$ cat src/rtl/nms_frame_ctrl.sv
// nms_frame_ctrl: frame sequencer in front of NMS_top.
// Takes the FAST score/corner stream over a valid/ready handshake and numbers
// the pixels in raster order. It drives NMS_top's ce and input bus, then
// injects NMS_LAT flush pixels at frame end so the NMS line buffers drain.
// It qualifies the NMS outputs into a corner stream with a per-frame count.
//
// Optional build macro: NMS_FRAME_CTRL_BORDER_SUPPRESS_EN
//   When it is defined, pixels inside the radius-3 FAST border ring are never
//   offered to NMS_top as corners. Their score is still passed through.
//
//   state  | meaning
//   -------+-------------------------------------------------------------
//   IDLE   | waiting for frame_start, no ce
//   RUN    | accepting pixels, one ce per handshake transfer
//   FLUSH  | NMS_LAT free-running ce cycles with blank pixels on row ROW_NUM
//   DONE   | one-cycle frame_done pulse, then back to IDLE
module nms_frame_ctrl #(
    parameter int COL_NUM = 640,
    parameter int ROW_NUM = 480,
    parameter int NMS_LAT = 642,
    parameter int CNT_W   = 16
) (
    input  logic             clk,
    input  logic             rst,
    input  logic             frame_start,
    input  logic             pix_vld,
    output logic             pix_rdy,
    input  logic [12:0]      pix_score,
    input  logic             pix_corner,
    output logic             nms_ce,
    output logic [9:0]       nms_x,
    output logic [9:0]       nms_y,
    output logic             nms_iscorner,
    output logic [12:0]      nms_data,
    input  logic [9:0]       nms_x_out,
    input  logic [9:0]       nms_y_out,
    input  logic             nms_corner_out,
    output logic             corner_vld,
    output logic [9:0]       corner_x,
    output logic [9:0]       corner_y,
    output logic [CNT_W-1:0] corner_cnt,
    output logic             frame_done,
    output logic             busy
);

    localparam int CE_W = $clog2(NMS_LAT + 1);
    localparam logic [9:0]       X_LAST     = 10'(COL_NUM - 1);
    localparam logic [9:0]       Y_LAST     = 10'(ROW_NUM - 1);
    localparam logic [9:0]       FLUSH_ROW  = 10'(ROW_NUM);
    localparam logic [CE_W-1:0]  CE_MAX     = CE_W'(NMS_LAT);
    localparam logic [CE_W-1:0]  FLUSH_LOAD = CE_W'(NMS_LAT - 1);
    localparam logic [CNT_W-1:0] CNT_MAX    = {CNT_W{1'b1}};

    typedef enum logic [1:0] {
        S_IDLE,
        S_RUN,
        S_FLUSH,
        S_DONE
    } state_t;

    state_t          state;
    state_t          state_nxt;
    logic [9:0]      x_cnt;
    logic [9:0]      y_cnt;
    logic [CE_W-1:0] flush_cnt;
    logic [CE_W-1:0] ce_cnt;
    logic            xfer;
    logic            x_last;
    logic            y_last;
    logic            start_ok;
    logic            dec_vld;
    logic            border;

    assign xfer     = pix_vld & pix_rdy;
    assign x_last   = (x_cnt == X_LAST);
    assign y_last   = (y_cnt == Y_LAST);
    assign start_ok = (state == S_IDLE) & frame_start;
    // The first NMS_LAT ce cycles only prime the NMS pipeline.
    assign dec_vld  = nms_ce & (ce_cnt == CE_MAX);

`ifdef NMS_FRAME_CTRL_BORDER_SUPPRESS_EN
    assign border = (x_cnt < 10'd3) || (x_cnt >= 10'(COL_NUM - 3)) ||
                    (y_cnt < 10'd3) || (y_cnt >= 10'(ROW_NUM - 3));
`else
    assign border = 1'b0;
`endif

    // State register.
    always_ff @(posedge clk or posedge rst) begin
        if (rst) begin
            state <= S_IDLE;
        end else begin
            state <= state_nxt;
        end
    end

    // Next-state decode and the combinational NMS-side bus.
    always_comb begin
        state_nxt    = state;
        pix_rdy      = 1'b0;
        nms_ce       = 1'b0;
        nms_x        = '0;
        nms_y        = '0;
        nms_iscorner = 1'b0;
        nms_data     = '0;
        busy         = 1'b0;
        frame_done   = 1'b0;
        case (state)
            S_IDLE: begin
                if (frame_start) state_nxt = S_RUN;
            end
            S_RUN: begin
                pix_rdy      = 1'b1;
                busy         = 1'b1;
                nms_ce       = pix_vld;
                nms_x        = x_cnt;
                nms_y        = y_cnt;
                nms_data     = pix_score;
                nms_iscorner = pix_corner & ~border;
                if (pix_vld && x_last && y_last) state_nxt = S_FLUSH;
            end
            S_FLUSH: begin
                busy   = 1'b1;
                nms_ce = 1'b1;
                nms_x  = x_cnt;
                nms_y  = FLUSH_ROW;
                if (flush_cnt == '0) state_nxt = S_DONE;
            end
            S_DONE: begin
                frame_done = 1'b1;
                state_nxt  = S_IDLE;
            end
            default: state_nxt = S_IDLE;
        endcase
    end

    // Raster counters, flush down-counter and saturating ce count.
    always_ff @(posedge clk or posedge rst) begin
        if (rst) begin
            x_cnt     <= '0;
            y_cnt     <= '0;
            flush_cnt <= '0;
            ce_cnt    <= '0;
        end else if (start_ok) begin
            x_cnt  <= '0;
            y_cnt  <= '0;
            ce_cnt <= '0;
        end else begin
            if (nms_ce && (ce_cnt != CE_MAX)) ce_cnt <= ce_cnt + 1'b1;
            if (state == S_RUN && xfer) begin
                if (x_last) begin
                    x_cnt <= '0;
                    y_cnt <= y_last ? 10'd0 : y_cnt + 10'd1;
                end else begin
                    x_cnt <= x_cnt + 10'd1;
                end
                if (x_last && y_last) flush_cnt <= FLUSH_LOAD;
            end else if (state == S_FLUSH) begin
                x_cnt <= x_last ? 10'd0 : x_cnt + 10'd1;
                if (flush_cnt != '0) flush_cnt <= flush_cnt - 1'b1;
            end
        end
    end

    // Registered corner stream; the count moves together with corner_vld.
    always_ff @(posedge clk or posedge rst) begin
        if (rst) begin
            corner_vld <= 1'b0;
            corner_x   <= '0;
            corner_y   <= '0;
            corner_cnt <= '0;
        end else begin
            corner_vld <= dec_vld & nms_corner_out;
            if (dec_vld && nms_corner_out) begin
                corner_x <= nms_x_out;
                corner_y <= nms_y_out;
            end
            if (start_ok) begin
                corner_cnt <= '0;
            end else if (dec_vld && nms_corner_out && (corner_cnt != CNT_MAX)) begin
                corner_cnt <= corner_cnt + 1'b1;
            end
        end
    end

endmodule

$ cat config.mk
export PLATFORM = sky130hd
export DESIGN_NAME = nms_frame_ctrl
export DESIGN_NICKNAME = d
export VERILOG_FILES = /design/src/rtl/nms_frame_ctrl.sv
export SDC_FILE = /design/constraint.sdc
export NUM_CORES = 1
export LEC_CHECK = 0
export CORE_ASPECT_RATIO = 0.75
export CORE_MARGIN = 4
export CORE_UTILIZATION = 49
export DETAILED_ROUTE_END_ITERATION = 12
export PLACE_DENSITY = 0.81
export SETUP_SLACK_MARGIN = 0.5
export SYNTH_ARGS = -nofsm -noshare
export SYNTH_HDL_FRONTEND = slang
export SYNTH_SLANG_ARGS = --single-unit
$ cat constraint.sdc
create_clock -name clk -period 3.1 [get_ports clk]
set_input_delay 0.465 -clock clk [delete_from_list [all_inputs] [get_ports clk]]
set_output_delay 0.465 -clock clk [all_outputs]
set_load 0.03 [all_outputs]
==> metrics.md <==
| Metric | Value |
|---|---|
| Area contributors post-synth | `dfrtp_1, mux2_2, and2_1` |
| Number of global-route vias before repair | `3798` |
| Worst slew pin tran | `876 ps` |
| Design Power | `2.79 mW` |
| Layout Cells excl Fill | `677` |
| Layout area overhead | `37.7%` |
| Core Footprint | `8490 µm²` |
| Post-synth EDFFs | `0` |
| Initial DRT Pass Iterations | `5` |
| Crit start category | `register` |
| CP Launch Point | `state[0]` |
| Setup violators final | `0` |
| First-pass GRT wire length | `18800 µm` |
| DIE AREA | `10400 µm²` |
| Worst slack, placed | `447 ps` |
| Endpoint, Worst Hold | `corner_y[1]` |
| Max-cap violations | `0` |
| Outcome | `finished clean` |
| Clock sinks | `79` |
| Post-synthesis async set-or-reset flop share | `100%` |
| Reg-to-reg endpoint | `corner_cnt[6]` |
| Simple-gate share of the synthesized area | `26.6%` |
| Total negative setup slack | `0 ps` |
| Die Height | `89.1 µm` |
| Worst-path fanout max | `19` |
| Synth area leader | `dfrtp_1` |
| Arrival time of the worst setup path | `2680 ps` |
| Hold Startpoint | `corner_y[1]` |
| Count leader, synth | `dfrtp_1` |
| I/O Pins | `114` |
| Cell depth of the worst hold path | `1` |
| Post-synthesis compound-gate area fraction | `12.1%` |
| Synth cell count leaders | `dfrtp_1, nand2_1, and2_1, nor2_1, nand3_1` |
| Mux cell area share after synthesis | `6.69%` |
| Post-Syn Area per Cell | `9.57 µm²` |
| Post-Synth Adder-Cell Area | `3.20%` |
| Setup crit end kind | `register` |
| Distinct cells, synth | `54` |
| YS warnings | `0` |
| RSZ-0062 raised after global routing | `yes` |
| Pins over their slew limit | `0` |
| Combinational family with the most area after synthesis | `simple AND/OR/NAND/NOR gates` |
| Die X | `116 µm` |
| Remaining antenna violation count | `0` |
| CTS tree | `done` |
| Grt total ovfl | `0` |
| Pwr Density | `471 nW/µm²` |
| Synth Area in XOR/XNOR | `2.85%` |
| Max VDD drop | `274 µV` |
| Post-synth top area share | `46.0%` |
| Worst min path class | `register to register` |
| H-tree depth | `3` |
| Clk_skew | `7.08 ps` |
| Reg2reg path depth | `7` |
| Routability Congestion | `0.892` |
| F_max | `412 MHz` |
| Cell area after synthesis | `4300 µm²` |
| Hold_buf cts | `0` |
| FF-to-FF setup slack | `670 ps` |
| Tot GR Track Use | `22.6%` |
| Initial DRC Count | `426` |
| Wire per inst | `16.8 µm` |
| Port Buffers | `113` |
| Placed Cells | `661` |
| Detailed Route WL | `11400 µm` |
| ANT cells | `0` |
| CP Data Required Time | `3360 ps` |
| Clk buf depth | `2` |
| P_leak | `2.77 nW` |
| Root cell of the clock tree | `clkbuf_16` |
| Synthesized netlist cell count | `449` |
| Register area share after synthesis | `46.0%` |
| R2R Path Start | `state[0]` |
| Worst setup margin | `675 ps` |
| Post-synthesis net count | `499` |
| Hpwl dp | `8140 µm` |
| Final-report hold violation count | `0` |
| Num CTS Buffers | `9` |
| Relative slew slack | `40.8%` |
| DR vias | `4014` |
| Flops & latches, synth | `79` |
| Initial antenna violation count | `0` |
| Layout cell share with drive strength beyond 1 | `10.4%` |
| Tmin final | `2430 ps` |
| Worst-Skew Late Latency | `330 ps` |
| Hold Slack | `504 ps` |
| Largest net degree at the start of global routing | `51` |
| Initial Util | `50.6%` |
| DR vias/cell | `5.93` |
| Clock input transition at the sequential cells of the worst setup and hold paths | `60 ps` |
| Fill cells | `625` |
| Setup CP Type | `register to register` |
| # rows | `29` |
| Residual DRC | `0` |
| Total Nets Final | `615` |
| Ys flop type | `dfrtp_1` |
| Period Utilization, post-route | `78.2%` |
[kinds of logic after synthesis]
group | after synthesis
buffers and inverters | 28
AO/OA/AOI/OAI | 86
flip-flops | 79
XOR/XNOR | 14
adder cells (fa/ha/maj) | 11
AND/OR/NAND/NOR | 205
multiplexers | 26
[state kept, by name, summed over array words and instances (netlist names)]
name        flops
corner_x       10
x_cnt          10
state           2
corner_y       10
flush_cnt      10
corner_cnt     16
ce_cnt         10
y_cnt          10
corner_vld      1
[power breakdown]
| part | switching (mW) | total, mW | leakage [nW] | internal, mW |
|---|---|---|---|---|
| clock | 0.393 | 1.10 | 0.147 | 0.703 |
| sequential | 0.123 | 1.23 | 1.05 | 1.11 |
| combinational | 0.255 | 0.459 | 1.57 | 0.203 |
| total | 0.772 | 2.79 | 2.77 | 2.02 |
[critical path, cell delays in order, from the launching register on]
cell and delay (ps):
dfrtp_1 390, inv_1 110, ha_2 510, and4b_1 230, nand4_1 160, or2_4 370
or4_1 490, o21ai_1 90
[cell usage in the layout, fill, tap and decap left out, drive strengths merged, types with 18 or more instances in the layout]
cell type / n
and2: 34
a21oi: 27
nand3: 29
nor2: 35
nand2: 36
mux2: 22
clkdlybuf4s50: 77
o21ai: 22
dlymetal6s2s: 18
dfrtp: 79
[metal layers]
metal  track usage, %  vias up  wire length, µm
li1                 -     1862                -
met1             29.7     1965             4820
met2             38.7      177             5560
met3             5.55       10              934
met4             4.11        0               73
met5                0        -                0
[area by class of cell]
cell class	count	area, µm²	share of cell area [%]
Clock buffer	12	236	4.00
Clock inverter	3	68.8	1.16
Inverter	11	41.3	0.698
Multi-Input combinational cell	342	2230	37.6
Sequential cell	79	1980	33.4
Tap cell	108	135	2.28
Timing Repair Buffer	122	1230	20.8
[worst max path at each step]
stage | endpoint | slack, ps | cells past startpoint
floorplan | ce_cnt[0] | 610 | 1
global route | ce_cnt[5] | 480 | 9
CTS | nms_ce | 460 | 6
finish | corner_cnt[6] | 670 | 7
detailed placement | nms_ce | 450 | 4
global placement | nms_ce | 480 | 4
[repair_timing]
item / 4_1_cts / 5_1_grt
resized for setup: 19 / 24
endpoints found under the setup margin: 25 / 33
pin swaps: 0 / 1
cloned: 0 / 0
buffers inserted: 0 / 1
[metrics by stage]
step	area, µm²	utilization, %
after global routing	5920	69.7
after floorplan	4300	-
after global placement	5570	65.6
after CTS	5850	69.0
final	5920	69.7
after detailed placement	5570	65.6
Power figures use the tool's default switching activity.
